`src/rtl/execute_writeback_stage.sv`:
```
// rtl/execute_writeback_stage.sv - CPU execute stage: shift, ALU, ZNV flags, registered writeback.
// Optional EXEC_FORWARD_EN: bypass registered wb_data into same-cycle A/B operands.
module execute_writeback_stage (
    input  logic        clk,
    input  logic        reset,
    input  logic        valid_in,
    input  logic        stall,
    input  logic [15:0] A_in,
    input  logic [15:0] B_in,
    input  logic [15:0] sximm5_in,
    input  logic [15:0] sximm8_in,
    input  logic [15:0] pc_in,
    input  logic [15:0] mdata_in,
    input  logic [1:0]  shift,
    input  logic [1:0]  ALUop,
    input  logic        asel,
    input  logic        bsel,
    input  logic        loads,
    input  logic [1:0]  vsel_in,
    input  logic [2:0]  write_num_in,
    input  logic        write_in,
    input  logic [2:0]  rs_a_num,
    input  logic [2:0]  rs_b_num,
    output logic [15:0] wb_data,
    output logic [2:0]  wb_num,
    output logic        wb_write,
    output logic        valid_out,
    output logic        Z,
    output logic        N,
    output logic        V
);

    logic [15:0] a_op;
    logic [15:0] b_op;
    logic [15:0] b_sh;
    logic [15:0] ain;
    logic [15:0] bin;
    logic [15:0] alu_c;
    logic [15:0] wb_mux;
    logic        alu_v;

`ifdef EXEC_FORWARD_EN
    // Bypass only a result that will really reach the register file.
    always_comb begin
        a_op = A_in;
        b_op = B_in;
        if (valid_out && wb_write && (wb_num == rs_a_num))
            a_op = wb_data;
        if (valid_out && wb_write && (wb_num == rs_b_num))
            b_op = wb_data;
    end
`else
    logic unused_rs_nums;
    assign unused_rs_nums = ^{rs_a_num, rs_b_num};

    always_comb begin
        a_op = A_in;
        b_op = B_in;
    end
`endif

    always_comb begin
        case (shift)
            2'b00:   b_sh = b_op;
            2'b01:   b_sh = {b_op[14:0], 1'b0};
            2'b10:   b_sh = {1'b0, b_op[15:1]};
            default: b_sh = {b_op[15], b_op[15:1]};
        endcase

        ain = asel ? 16'h0000 : a_op;
        bin = bsel ? sximm5_in : b_sh;

        alu_v = 1'b0;
        case (ALUop)
            2'b00: begin
                alu_c = ain + bin;
                alu_v = (ain[15] == bin[15]) && (alu_c[15] != ain[15]);
            end
            2'b01: begin
                alu_c = ain - bin;
                alu_v = (ain[15] != bin[15]) && (alu_c[15] != ain[15]);
            end
            2'b10:   alu_c = ain & bin;
            default: alu_c = ~bin;
        endcase

        case (vsel_in)
            2'b00:   wb_mux = alu_c;
            2'b01:   wb_mux = sximm8_in;
            2'b10:   wb_mux = pc_in;
            default: wb_mux = mdata_in;
        endcase
    end

    always_ff @(posedge clk) begin
        if (reset) begin
            wb_data   <= 16'h0000;
            wb_num    <= 3'd0;
            wb_write  <= 1'b0;
            valid_out <= 1'b0;
            Z         <= 1'b0;
            N         <= 1'b0;
            V         <= 1'b0;
        end else if (!stall) begin
            valid_out <= valid_in;
            wb_data   <= wb_mux;
            wb_num    <= write_num_in;
            wb_write  <= write_in & valid_in;
            // Bubbles must never disturb the flags of the last real instruction.
            if (loads && valid_in) begin
                Z <= (alu_c == 16'h0000);
                N <= alu_c[15];
                V <= alu_v;
            end
        end
    end

endmodule

```
`config.mk`:
```
export PLATFORM = sky130hd
export DESIGN_NAME = execute_writeback_stage
export DESIGN_NICKNAME = d
export VERILOG_FILES = /design/src/rtl/execute_writeback_stage.sv
export SDC_FILE = /design/constraint.sdc
export NUM_CORES = 1
export LEC_CHECK = 0
export CORE_MARGIN = 1.5
export CORE_UTILIZATION = 40
export DETAILED_ROUTE_END_ITERATION = 10
export PLACE_DENSITY = 0.79
export RECOVER_POWER = 100
export SLEW_MARGIN = 20
export SYNTH_ARGS = -nofsm -noshare
export SYNTH_HDL_FRONTEND = slang
export SYNTH_SLANG_ARGS = --single-unit
```
`constraint.sdc`:
```
create_clock -name clk -period 5.2 [get_ports clk]
set_clock_uncertainty 0.05 [all_clocks]
set_input_delay 0.78 -clock clk [delete_from_list [all_inputs] [get_ports clk]]
set_output_delay 0.78 -clock clk [all_outputs]
set_load 0.01 [all_outputs]
```
==> flow_summary.ini, run 1 <==
[status]
status = completed

[clocking]
cts_inserted_buffers = 3
cts_hold_repair.buffers = 0
post-cts-setup-buffers = 0
postCtsResizedCells = 0
cts_buffer_depth = 2
clkSinkCount = 24
cts_tree = yes
root_buffer = clkbuf_8
cts.htree.levels = 1
path_clk_slew_ns = 0.08
worstSkewPairLatency_ns = 0.26

[die]
rows = 36
pin_count = 143
initial_core_util_pct = 40.7
die_x_microns = 102
core_sq_um = 9680
die_y_microns = 102
die_area_sq_um = 10500

[power_and_ir_drop]
leakage_uw = 0.00239
ir_drop_mv = 0.0893
p_per_area_nw_per_um2 = 152

[sta]
hold_viol_final = 0
period_share_pct = 94.1
slew-limit-headroom_pct = 27.8
drv_slew = 0
tns_ns = 0
fmax_ghz = 0.204
setup_viol_count_final = 0
worst_pin_slew_ns = 1.08
rsz0062_at_grt = no
finalCriticalPeriod_ns = 4.89

[final_layout]
syn2layout_area_growth_pct = 40.8
final_cells = 783
finalNetCount = 805
diodes = 0
drive_gt1_share_pct = 8.46

[drt]
ant_nets = 0
drt_first_iter_violations = 232
drc = 0
vias = 4489
via_per_inst = 5.73
drt_first_pass_iters = 5
drt_wl_total_microns = 12900
routedWlPerCell_microns = 16.5

[placed_design]
place_congestion = 0.895
numPortBuffers = 136
dpl.hpwl_microns = 10500
dp.cells = 780

[setup_path]
critPathCaptureType = flip-flop
cp.arrival_ns = 4.97
crit_top_cell = mux2i_1
crit_chain = clkdlybuf4s50_1 -> clkbuf_1 -> mux2i_1 -> o21ai_0 -> mux2i_1 -> inv_1 -> ha_1 -> a2111oi_0 -> o31ai_1 -> a21oi_1 -> o31a_1 -> o31ai_1 -> clkbuf_1 -> mux4_2 -> mux2i_1 -> nor2_1
startpoint_type = input pin
crit_type = in -> reg
cp.required_ns = 5.28
cp_slowest_stage_delay_ns = 0.66
worstPathMaxFanout = 8
worst_r2r_path_depth = 2
crit_slowest_cell = a2111oi_0

[synth]
synth_ff_type = dfxtp_1
ys_seq_area_share_pct = 12.2
synth_cell_type_count = 66
syn_area_sq_um = 3950
postSynthCellCount = 520
netlist.top_cell.by_area = dfxtp_1
yosys_warnings = 0
synth.top_cell.area_share_pct = 12.2
ys_async_sr_fraction_pct = 0
ys_ff_latch = 24
synth_edf_count = 0
synthTopCellsByArea = dfxtp_1 (12%), ha_1 (10%), mux2i_1 (9.9%)
avgSynthCellArea_sq_um = 7.59
synth_fp_nets = 673

[grt]
grt-ovfl-total = 0
grt_start_max_net_pins = 29
grt_pass1_wl_microns = 20400
grt_pass1_vias = 4271
grtUsageTotal_pct = 24.1
antenna_found_initial = 0

[hold_path]
hp-class = reg -> reg
whs_path_depth = 2

[job]
max_cap_viol_count = 0
## cells by family after synthesis
family | count (synthesis) | synth area share [%]
xor gates and xnor gates | 7 | 1.55
and+or+nand+nor | 182 | 23.9
adders and majority gates | 34 | 11.2
buffers and inverters | 72 | 7.33
AOI/OAI and AO/OA | 144 | 25.1
DFF | 24 | 12.2
muxes | 57 | 18.7
## where the power goes
part	total (uW)	switching, uW	internal, uW
combinational	529	263	266
sequential	204	6.46	197
clock	112	60.0	51.9
## cell usage after synthesis, drive strengths merged, types with 8 or more instances
| master | number |
|---|---|
| mux4 | 13 |
| o31ai | 8 |
| a21oi | 30 |
| dfxtp | 24 |
| o21ai | 31 |
| a221oi | 8 |
| inv | 36 |
| buf | 9 |
| nor3 | 8 |
| a211oi | 9 |
| nor2b | 28 |
| ha | 32 |
| mux2i | 39 |
| nor2 | 49 |
| clkbuf | 27 |
| nand2 | 39 |
| a21o | 8 |
## layer usage
metal / global-route usage [%] / up-vias / wire length (microns)
met4: 8.11 / 0 / 348
met5: 0 / - / 0
met2: 43.9 / 156 / 6710
li1: - / 2181 / -
met1: 29.6 / 2120 / 5340
met3: 2.46 / 32 / 499
## through the flow
| stage | utilization [%] | hold slack, ns | total power, uW | area, sq um | setup WS [ns] |
|---|---|---|---|---|---|
| 3_3_place_gp | 57.0 | 0.385 | 722 | 5520 | 0.240 |
| 4_1_cts | 57.4 | 0.424 | 850 | 5560 | 0.403 |
| 2_1_floorplan | - | 0.417 | 522 | 3950 | 0.926 |
| 6_report | 57.4 | 0.421 | 845 | 5550 | 0.307 |
| 5_1_grt | 57.4 | 0.445 | 902 | 5550 | 0.0606 |
| 3_5_place_dp | 57.0 | 0.410 | 737 | 5520 | 0.133 |
## critical path: cells and delay by family
family	cells	cell delay (ns)
AO/OA/AOI/OAI	6	1.57
AND/OR/NAND/NOR	1	0.05
adder cells (fa/ha/maj)	1	0.40
buffers and inverters	4	1.08
multiplexers	4	1.09
## path summary, 6_finish.rpt
check	startpoint	end	slack (ns)
max	shift[0]	wb_data[14]$_SDFFE_PP0N_	0.31
max reg2reg	wb_num[2]$_SDFFE_PP0N_	wb_num[2]$_SDFFE_PP0N_	4.45
min	wb_data[9]$_SDFFE_PP0N_	wb_data[9]$_SDFFE_PP0N_	0.42
min reg2reg	wb_data[9]$_SDFFE_PP0N_	wb_data[9]$_SDFFE_PP0N_	0.42
## layout by cell type, fill, tap and decap left out, drive strengths merged, types with 9 or more instances in the layout
master,instances
clkdlybuf4s50,111
nor2,49
mux2i,39
nand2,39
inv,36
ha,32
o21ai,31
a21oi,30
nor2b,28
dlygate4sd3,25
dfxtp,24
buf,23
mux4,13
a211oi,9
## registers in the layout (all words and copies together), names as in the netlist
register,flops
wb_data,16
wb_num,3
N,1
V,1
Z,1
valid_out,1
wb_write,1
## final cells by class
class | instances | area [sq um]
flip-flops and latches | 24 | 480
repair buffers | 163 | 1550
inverters | 36 | 135
fillers | 913 | 4130
clock buffers | 3 | 41.3
well taps | 133 | 166
multi-input cells | 424 | 3180
Power figures use the tool's default switching activity.
==> run 2, diff against run 1 <==
--- a/config.mk
+++ b/config.mk
@@ -8,9 +8,10 @@
 export CORE_MARGIN = 1.5
 export CORE_UTILIZATION = 40
 export DETAILED_ROUTE_END_ITERATION = 10
-export PLACE_DENSITY = 0.79
+export PLACE_DENSITY = 0.85
 export RECOVER_POWER = 100
 export SLEW_MARGIN = 20
 export SYNTH_ARGS = -nofsm -noshare
 export SYNTH_HDL_FRONTEND = slang
 export SYNTH_SLANG_ARGS = --single-unit
+export TNS_END_PERCENT = 1
==> run 2 against run 1 <==
  * Fmax shrank 0.20%
  * First-iteration DRC count is 35% higher
  * Clock-buffer cell count unchanged
==> flow_summary.ini, run 2 (synthesized netlist as in run 1, its figures left out) <==
[final_layout]
fill_cells = 876
reg_top3 = wb_data: 16 flops, wb_num: 3 flops
regMostFlops = wb_data
layout_commonest_cell = clkdlybuf4s50_1
diodes = 0
drive_gt1_share_pct = 7.17
syn2layout_area_growth_pct = 40.0
final_cell_mix = clkdlybuf4s50_1 (110), nor2_1 (49), mux2i_1 (39), nand2_1 (39), inv_1 (35)
final_cells = 775
largest_reg_flops = 16
multi_input_area_sq_um = 3170
finalNetCount = 796
seq_area_sq_um = 480

[drt]
ant_nets = 0
drt_first_pass_iters = 5
vias = 4489
via_per_inst = 5.79
drc = 0
drt_first_iter_violations = 314
routedWlPerCell_microns = 17.2
drt_wl_total_microns = 13400

[hold_path]
whs_path_depth = 2
min_from = wb_data[7]$_SDFFE_PP0N_
min_to = wb_data[7]$_SDFFE_PP0N_
hp-class = reg -> reg

[placed_design]
numPortBuffers = 136
place_congestion = 0.924
dp.cells = 771
dpl.hpwl_microns = 10800

[die]
initial_core_util_pct = 40.7
pin_count = 143
rows = 36
die_area_sq_um = 10500
core_sq_um = 9680
die_y_microns = 102
die_x_microns = 102

[clocking]
cts_tree = yes
path_clk_slew_ns = 0.09
cts_buffer_depth = 2
root_buffer = clkbuf_8
postCtsResizedCells = 0
cts.htree.levels = 1
cts_inserted_buffers = 3
cts_hold_repair.buffers = 0
worstSkewPairLatency_ns = 0.27
post-cts-setup-buffers = 0
clkSinkCount = 24

[sta]
setup_viol_count_final = 0
slew-limit-headroom_pct = 26.1
tns_ns = 0
hold_viol_final = 0
worst_pin_slew_ns = 1.10
rsz0062_at_grt = no
finalCriticalPeriod_ns = 4.90
period_share_pct = 94.3
drv_slew = 0
fmax_ghz = 0.204

[setup_path]
cp.arrival_ns = 4.98
cp_slowest_stage_delay_ns = 0.82
crit_top_cell = o21ai_1
cp.required_ns = 5.28
startpoint_type = input pin
timing.reg2reg.setup_slack_ns = 4.45
reg2reg_from = wb_data[5]$_SDFFE_PP0N_
crit_chain = dlygate4sd3_1 -> buf_4 -> o21ai_0 -> mux2_2 -> ha_1 -> or4_1 -> nor4_1 -> o21ai_1 -> a221oi_1 -> xor2_1 -> o21ai_1 -> mux4_2 -> mux2i_1 -> nor2_1
crit_type = in -> reg
crit_slowest_cell = dlygate4sd3_1
worst_r2r_path_depth = 2
rr_endpoint = wb_data[5]$_SDFFE_PP0N_
critPathCaptureType = flip-flop
worstPathMaxFanout = 19

[status]
status = completed

[grt]
grt_start_max_net_pins = 29
grt_pass1_wl_microns = 20200
grt-ovfl-total = 0
grtUsageTotal_pct = 24.1
antenna_found_initial = 0
grt_pass1_vias = 4209

[power_and_ir_drop]
seqPwrFrac_pct = 22.8
p_per_area_nw_per_um2 = 162
sw_frac_of_total_pct = 37.5
p_comb_share_pct = 58.6
power.internal_uw = 559
switchingPower_uw = 334
ir_drop_mv = 0.112
leakage_uw = 0.00237
pwr-share-clk_pct = 18.6

[job]
max_cap_viol_count = 0
## run 2: cell count changes in the layout (fill, tap and decap cells not counted), sizes merged
| cell | delta |
|---|---|
| dlygate4sd3 | +1 |
| bufinv | +1 |
| clkbuf | -2 |
| buf | -7 |
| clkdlybuf4s50 | -1 |
## run 2: worst max path at each step
stage,startpoint,end,cells past startpoint
2_1_floorplan,shift[0],wb_data[12]$_SDFFE_PP0N_,15
3_3_place_gp,shift[0],wb_data[13]$_SDFFE_PP0N_,17
3_5_place_dp,shift[0],wb_data[13]$_SDFFE_PP0N_,17
4_1_cts,shift[0],wb_data[13]$_SDFFE_PP0N_,17
5_1_grt,shift[1],wb_data[12]$_SDFFE_PP0N_,14
6_report,shift[1],wb_data[12]$_SDFFE_PP0N_,14
## run 2: critical path: cells and delay by family
kind	cells	cell delay [ns]
adders and majority gates	1	0.41
AOI/OAI and AO/OA	4	0.72
xor gates and xnor gates	1	0.18
buffers and inverters	2	1.11
and+or+nand+nor	3	0.87
muxes	3	0.92
## run 2: stage by stage
stage	power (uW)	setup WS (ns)	cell area, sq um	hold WS (ns)	util, %
after global placement	713	0.169	5470	0.385	56.4
final	893	0.297	5520	0.403	57.0
after detailed placement	729	0.0746	5470	0.394	56.4
after CTS	896	0.338	5540	0.406	57.2
after floorplan	522	0.926	3950	0.417	-
after global routing	946	0.0750	5520	0.436	57.0
## run 2: layer usage
metal	share of wire, %	vias up	track usage (%)
met5	0	-	0
met4	2.8	0	7.27
met3	4.8	38	2.67
met2	53	165	44.0
met1	39	2124	29.5
li1	-	2162	-
## run 2: power by group through the flow
stage	Clock [uW]	Combinational (uW)	Sequential, uW
floorplan	0	308	214
global placement	0	506	207
detailed placement	0	521	208
CTS	167	525	204
global route	176	566	205
finish	166	523	203
## run 2: cell type report
cell class	instances	area share, %
multi-input cells	424	57.4
repair buffers	154	27.2
flip-flops and latches	24	8.70
well taps	133	3.01
inverters	36	2.45
clock buffers	3	0.747
clock inverters	1	0.544
==> run 3, diff against run 2 <==
==> constraint.sdc (replaced) <==
create_clock -name clk -period 5.2 [get_ports clk]
set_clock_uncertainty 0.05 [all_clocks]
set_input_delay 0.78 -clock clk [delete_from_list [all_inputs] [get_ports clk]]
set_output_delay 0.78 -clock clk [all_outputs]
set_load 0.005 [all_outputs]
==> results of run 3 <==
Same layout as run 2 (identical final DEF). Status: completed.
Among the figures that moved: total power 893 uW -> 888 uW
